**src/rtl/regfile_sequencer_pkg.sv**
```systemverilog
// Shared encodings for the four-register sequencer: opcodes, instruction
// field positions, ALU op codes, FSM states and decoded op classes.
package regfile_sequencer_pkg;

  localparam int OP_HI  = 15;
  localparam int OP_LO  = 12;
  localparam int RD_HI  = 11;
  localparam int RD_LO  = 10;
  localparam int RS1_HI = 9;
  localparam int RS1_LO = 8;
  localparam int RS2_HI = 7;
  localparam int RS2_LO = 6;
  localparam int IMM_HI = 5;
  localparam int IMM_LO = 0;

  localparam logic [3:0] OP_NOP   = 4'h0;
  localparam logic [3:0] OP_ADD   = 4'h1;
  localparam logic [3:0] OP_SUB   = 4'h2;
  localparam logic [3:0] OP_MUL   = 4'h3;
  localparam logic [3:0] OP_DIV   = 4'h4;
  localparam logic [3:0] OP_LOAD  = 4'h5;
  localparam logic [3:0] OP_STORE = 4'h6;
  localparam logic [3:0] OP_HALT  = 4'hF;

  localparam logic [1:0] ALU_ADD = 2'b00;
  localparam logic [1:0] ALU_SUB = 2'b01;
  localparam logic [1:0] ALU_MUL = 2'b10;
  localparam logic [1:0] ALU_DIV = 2'b11;

  typedef enum logic [2:0] {
    ST_IDLE,
    ST_FETCH,
    ST_DECODE,
    ST_EXEC,
    ST_MEM,
    ST_WB,
    ST_HALT
  } state_t;

  typedef enum logic [2:0] {
    CLS_NOP,
    CLS_ALU,
    CLS_LOAD,
    CLS_STORE,
    CLS_HALT
  } op_class_t;

endpackage

```
**src/rtl/regfile_sequencer_instr_decoder.sv**
```systemverilog
// Combinational split of the instruction register into register indices,
// immediate, op class and ALU op; undefined opcodes decode as NOP + illegal.
module regfile_sequencer_instr_decoder
  import regfile_sequencer_pkg::*;
(
  input  logic [15:0] ir,
  output logic [1:0]  rd,
  output logic [1:0]  rs1,
  output logic [1:0]  rs2,
  output logic [5:0]  imm,
  output op_class_t   op_class,
  output logic [1:0]  alu_op,
  output logic        illegal
);

  logic [3:0] op;

  assign op  = ir[OP_HI:OP_LO];
  assign rd  = ir[RD_HI:RD_LO];
  assign rs1 = ir[RS1_HI:RS1_LO];
  assign rs2 = ir[RS2_HI:RS2_LO];
  assign imm = ir[IMM_HI:IMM_LO];

  always_comb begin
    op_class = CLS_NOP;
    alu_op   = ALU_ADD;
    illegal  = 1'b0;
    case (op)
      OP_NOP: op_class = CLS_NOP;
      OP_ADD, OP_SUB, OP_MUL, OP_DIV: begin
        op_class = CLS_ALU;
        // Opcodes 1..4 map onto ALU codes 0..3.
        alu_op   = 2'(op - 4'd1);
      end
      OP_LOAD:  op_class = CLS_LOAD;
      OP_STORE: op_class = CLS_STORE;
      OP_HALT:  op_class = CLS_HALT;
      default:  illegal  = 1'b1;
    endcase
  end

endmodule

```
**src/rtl/regfile_sequencer.sv**
```systemverilog
// Multi-cycle control FSM: fetch over req/ack, decode, launch ALU or data-memory
// handshake, then at most one register-file write per instruction.
module regfile_sequencer
  import regfile_sequencer_pkg::*;
#(
  parameter int PC_W   = 8,
  parameter int ADDR_W = 6
) (
  input  logic              clk,
  input  logic              reset,
  input  logic              start,
  output logic              instr_req,
  input  logic              instr_ack,
  input  logic [15:0]       instr_in,
  output logic [PC_W-1:0]   pc,
  output logic [1:0]        rf_read_idx1,
  output logic [1:0]        rf_read_idx2,
  output logic [1:0]        rf_write_idx,
  output logic              rf_write_en,
  output logic              wb_sel,
  output logic [1:0]        alu_op,
  output logic              alu_start,
  input  logic              alu_done,
  output logic              mem_req,
  output logic              mem_we,
  output logic [ADDR_W-1:0] mem_addr,
  input  logic              mem_ack,
  output logic              busy,
  output logic              halted,
  output logic              illegal
);

  state_t      state;
  logic [15:0] ir;
  logic [1:0]  dec_rd;
  logic [1:0]  dec_rs1;
  logic [1:0]  dec_rs2;
  logic [5:0]  dec_imm;
  op_class_t   dec_class;
  logic [1:0]  dec_alu_op;
  logic        dec_illegal;

  regfile_sequencer_instr_decoder u_decoder (
    .ir       (ir),
    .rd       (dec_rd),
    .rs1      (dec_rs1),
    .rs2      (dec_rs2),
    .imm      (dec_imm),
    .op_class (dec_class),
    .alu_op   (dec_alu_op),
    .illegal  (dec_illegal)
  );

  // Indices come straight from IR, which only changes as FETCH hands over to
  // DECODE, so they are valid in DECODE and hold until the next one.
  assign rf_read_idx1 = dec_rs1;
  assign rf_read_idx2 = dec_rs2;
  assign rf_write_idx = dec_rd;
  assign alu_op       = dec_alu_op;
  assign mem_addr     = ADDR_W'(dec_imm);

  always_ff @(posedge clk or posedge reset) begin
    if (reset) begin
      state       <= ST_IDLE;
      ir          <= '0;
      pc          <= '0;
      instr_req   <= 1'b0;
      rf_write_en <= 1'b0;
      wb_sel      <= 1'b0;
      alu_start   <= 1'b0;
      mem_req     <= 1'b0;
      mem_we      <= 1'b0;
      busy        <= 1'b0;
      halted      <= 1'b0;
      illegal     <= 1'b0;
    end else begin
      alu_start   <= 1'b0;
      rf_write_en <= 1'b0;
      case (state)
        ST_IDLE: begin
          if (start) begin
            state     <= ST_FETCH;
            instr_req <= 1'b1;
            busy      <= 1'b1;
          end
        end
        ST_FETCH: begin
          if (instr_ack) begin
            ir        <= instr_in;
            pc        <= pc + PC_W'(1);
            instr_req <= 1'b0;
            state     <= ST_DECODE;
          end
        end
        ST_DECODE: begin
          if (dec_illegal) illegal <= 1'b1;
          case (dec_class)
            CLS_ALU: begin
              state     <= ST_EXEC;
              alu_start <= 1'b1;
            end
            CLS_LOAD, CLS_STORE: begin
              state   <= ST_MEM;
              mem_req <= 1'b1;
              mem_we  <= (dec_class == CLS_STORE);
            end
            CLS_HALT: begin
              state  <= ST_HALT;
              busy   <= 1'b0;
              halted <= 1'b1;
            end
            default: begin
              state     <= ST_FETCH;
              instr_req <= 1'b1;
            end
          endcase
        end
        ST_EXEC: begin
          // alu_done is accepted even in the cycle alu_start is high.
          if (alu_done) begin
            state       <= ST_WB;
            rf_write_en <= 1'b1;
            wb_sel      <= 1'b0;
          end
        end
        ST_MEM: begin
          if (mem_ack) begin
            mem_req <= 1'b0;
            mem_we  <= 1'b0;
            if (dec_class == CLS_LOAD) begin
              state       <= ST_WB;
              rf_write_en <= 1'b1;
              wb_sel      <= 1'b1;
            end else begin
              state     <= ST_FETCH;
              instr_req <= 1'b1;
            end
          end
        end
        ST_WB: begin
          state     <= ST_FETCH;
          instr_req <= 1'b1;
        end
        ST_HALT: state <= ST_HALT;
        default: state <= ST_IDLE;
      endcase
    end
  end

endmodule
```
**config.mk**
```make
export PLATFORM = sky130hd
export DESIGN_NAME = regfile_sequencer
export DESIGN_NICKNAME = d
export VERILOG_FILES = /design/src/rtl/regfile_sequencer_pkg.sv /design/src/rtl/regfile_sequencer_instr_decoder.sv /design/src/rtl/regfile_sequencer.sv
export SDC_FILE = /design/constraint.sdc
export NUM_CORES = 1
export LEC_CHECK = 0
export CORE_AREA = 3 3 68 70
export DETAILED_ROUTE_END_ITERATION = 6
export DIE_AREA = 0 0 71 73
export DONT_BUFFER_PORTS = 1
export GPL_TIMING_DRIVEN = 0
export PLACE_DENSITY_LB_ADDON = 0.05
export SLEW_MARGIN = 25
export SYNTH_ARGS = -nofsm -noshare
export SYNTH_HDL_FRONTEND = slang
export SYNTH_HIERARCHICAL = 1
export SYNTH_SLANG_ARGS = --single-unit
```
**constraint.sdc**
```tcl
create_clock -name clk -period 2.95 [get_ports clk]
set_clock_uncertainty 0.1 [all_clocks]
set_input_delay 0.1475 -clock clk [delete_from_list [all_inputs] [get_ports clk]]
set_output_delay 0.1475 -clock clk [all_outputs]
set_load 0.01 [all_outputs]
```
==> impl_metrics.toml <==
[critical_path]
worstPathArrival_ns = 2.52
critical_path.max_fanout = 7
r2r_cells = 8
r2r-start = "ir[12]"
required_ns = 2.98
worstSetupPathType = "register to register"
r2r_end = "state[0]"
start_kind = "register"
setup.worst_path.end_class = "register"
r2r_slack_ns = 0.46

[drt]
vias = 1251
first_iter_violations = 52
routed_via_density = 5.278
drtPass1Iterations = 4
drc = 0
ant_nets = 0
wl_um = 3542
wl_per_cell_um = 14.95

[logic_synthesis]
synth.avg_cell_area_um2 = 11.47
synth_compound_area_frac = 0.07344
synth_top_family_by_area = "simple AND/OR/NAND/NOR gates"
synth-adder-area-share = 0.03432
synth_xor_area_frac = 0.04804
ys_types = 44
yosys-mux-area-fraction = 0.1215
synth_nets = 186
synth_seq_cells = 36
synth_top_area_frac = 0.4942
ys_seq_area_frac = 0.4942
yosys.area_share.simple = 0.1393
synth_flop_cell = "dfrtp_1"
synth_edf_count = 0
netlist_area_mm2 = 0.001823
yosys_warnings = 6
synth.top_cells.by_area = "dfrtp_1 (49%), mux2_2 (11%), buf_4 (6.2%)"
synthTopCellsByCount = "dfrtp_1 (36), mux2_2 (17), buf_4 (15), nor2_1 (9)"
synth_largest_area_cell = "dfrtp_1"
yosysMostFrequentCell = "dfrtp_1"
async_flop_share = 1.000
synth_cells = 159

[power_and_ir_drop]
switching_share = 0.3710
p_int_uw = 1478
clockPowerShare = 0.180
seqPwrFrac = 0.386
p_comb_frac = 0.434
powerDensity_mw_per_mm2 = 1071
ir_drop_v = 0.0004635
p_sw_uw = 871.6
p_leak_uw = 0.0009918

[min_path]
hold_class = "primary input to register"
hold_path_end = "rf_write_en"
hold_depth = 2
min_from = "mem_ack"

[clocking]
cts_setup_buffers = 0
clkTransAtPathRegs_ns = 0.08
insertion_delay_ns = 0.29
cts_max_path_buffers = 2
numCtsBuffers = 5
cts.htree.levels = 2
cts_tree = "built"
cts.sinks = 36
cts_root_buf = "clkbuf_8"

[floorplanning]
num_io_pins = 53
num_rows = 23
die_h_um = 73
die-width_um = 71
core_mm2 = 0.004029
initial_utilization = 0.4525
die_area_mm2 = 0.005183

[global_routing]
first_global_vias = 1275
track_usage = 0.1492
gr-total-overflow = 0
grt_pass1_wl_um = 6065
antenna_found_initial = 0
grt_max_degree = 37

[final_layout]
fin_nets = 213
syn2layout_area_growth_pct = 20.32
instances_no_fill = 237
n_antenna_cell = 0
drive_gt1_frac = 0.2781

[timing]
fmax_mhz = 401.7
fin_crit_sh = 0.8439
period_needed_ns = 2.489
setup_viol = 0
fin_hold_ws_ns = 0.01575
rsz0062_at_grt = "no"
finalMaxSlewViolations = 0
tightest_slew_ns = 0.7490
slew-limit-headroom = 0.5000
timing.setup.tns_ns = 0
hold_violations = 0

[placed_design]
globalplace.congestion = 0.7726
numPortBuffers = 0
place_inst = 209
hpwl_um = 2489

[run_status]
status = "complete, no violations"

[job]
max_cap_violations = 0
## cells by family after synthesis
logic type      Yosys count
mux                      20
compound gates           18
flops                    36
xor+xnor                 10
fa+ha+maj                 5
simple gates             43
buf+inv                  27
## final cells by class
class	count	area, µm²
fillers	366	1836
flip-flops and latches	36	900.9
multi-input cells	96	759.5
repair buffers	20	200.2
plain buffers	20	136.4
clock buffers	6	72.57
well taps	50	62.56
clock inverters	2	35.03
inverters	7	26.28
## routing by layer
metal / share of wire / up-vias / track usage
met2: 0.50 / 44 / 0.2472
li1: - / 593 / -
met1: 0.42 / 608 / 0.1720
met4: 0.015 / 0 / 0.06054
met5: 0 / - / 0
met3: 0.073 / 6 / 0.06061
## critical path, stage by stage, from the launching register on
cell      delay [ns]
dfrtp_1         0.42
inv_1           0.09
ha_1            0.26
nor4_2          0.33
o31ai_1         0.12
clkbuf_2        0.18
or3b_2          0.54
a31oi_1         0.20
a221oi_1        0.10
## what timing repair did
action	CTS	global route
hold endpoints to repair	55	0
gates resized for setup	0	0
hold buffers	20	0
## placed cells by master, fill, tap and decap left out, types with 2 or more instances in the layout
cell type	netlist	final
a21oi_1	2	2
dfrtp_1	36	36
o31ai_1	3	3
clkbuf_1	1	2
inv_1	7	6
mux2i_1	3	3
nand4_1	2	2
nand3_1	2	2
clkbuf_8	0	5
nor3_1	5	5
buf_4	15	15
and3_1	2	2
nand2b_1	3	3
nor4_1	3	3
nand2_1	7	7
dlygate4sd3_1	0	20
ha_1	5	5
xor2_1	3	3
mux2_2	17	17
nor2_1	9	9
buf_2	3	3
xnor2_1	7	7
## power by group through the flow
stage	logic [µW]	clock network, µW	registers (µW)
floorplan	870	0	870
global placement	981	0	909
detailed placement	1010	0	920
CTS	1030	441	912
global route	1140	461	946
finish	1020	423	908
## flip-flops by register name, indices dropped and copies added (netlist names)
| signal | count |
|---|---|
| alu_start | 1 |
| busy | 1 |
| halted | 1 |
| illegal | 1 |
| instr_req | 1 |
| ir | 16 |
| mem_req | 1 |
| mem_we | 1 |
| pc | 8 |
| rf_write_en | 1 |
| state | 3 |
| wb_sel | 1 |
## stage by stage
step	utilization	total power [µW]	setup slack (ns)	instance area, µm²
after CTS	0.5444	2385	0.4604	2193
after global routing	0.5444	2544	0.2586	2193
after floorplan	-	1740	0.7122	1823
after detailed placement	0.4680	1929	0.4636	1886
after global placement	0.4680	1890	0.5368	1886
final	0.5444	2350	0.4605	2193
## worst max-delay path by stage
stage / start / end / slack [ns]
2_1_floorplan: ir[12] / busy / 0.71
3_3_place_gp: ir[12] / state[0] / 0.54
3_5_place_dp: ir[12] / busy / 0.46
4_1_cts: ir[12] / state[0] / 0.46
5_1_grt: ir[12] / busy / 0.26
6_report: ir[12] / state[0] / 0.46
Power figures use the tool's default switching activity.
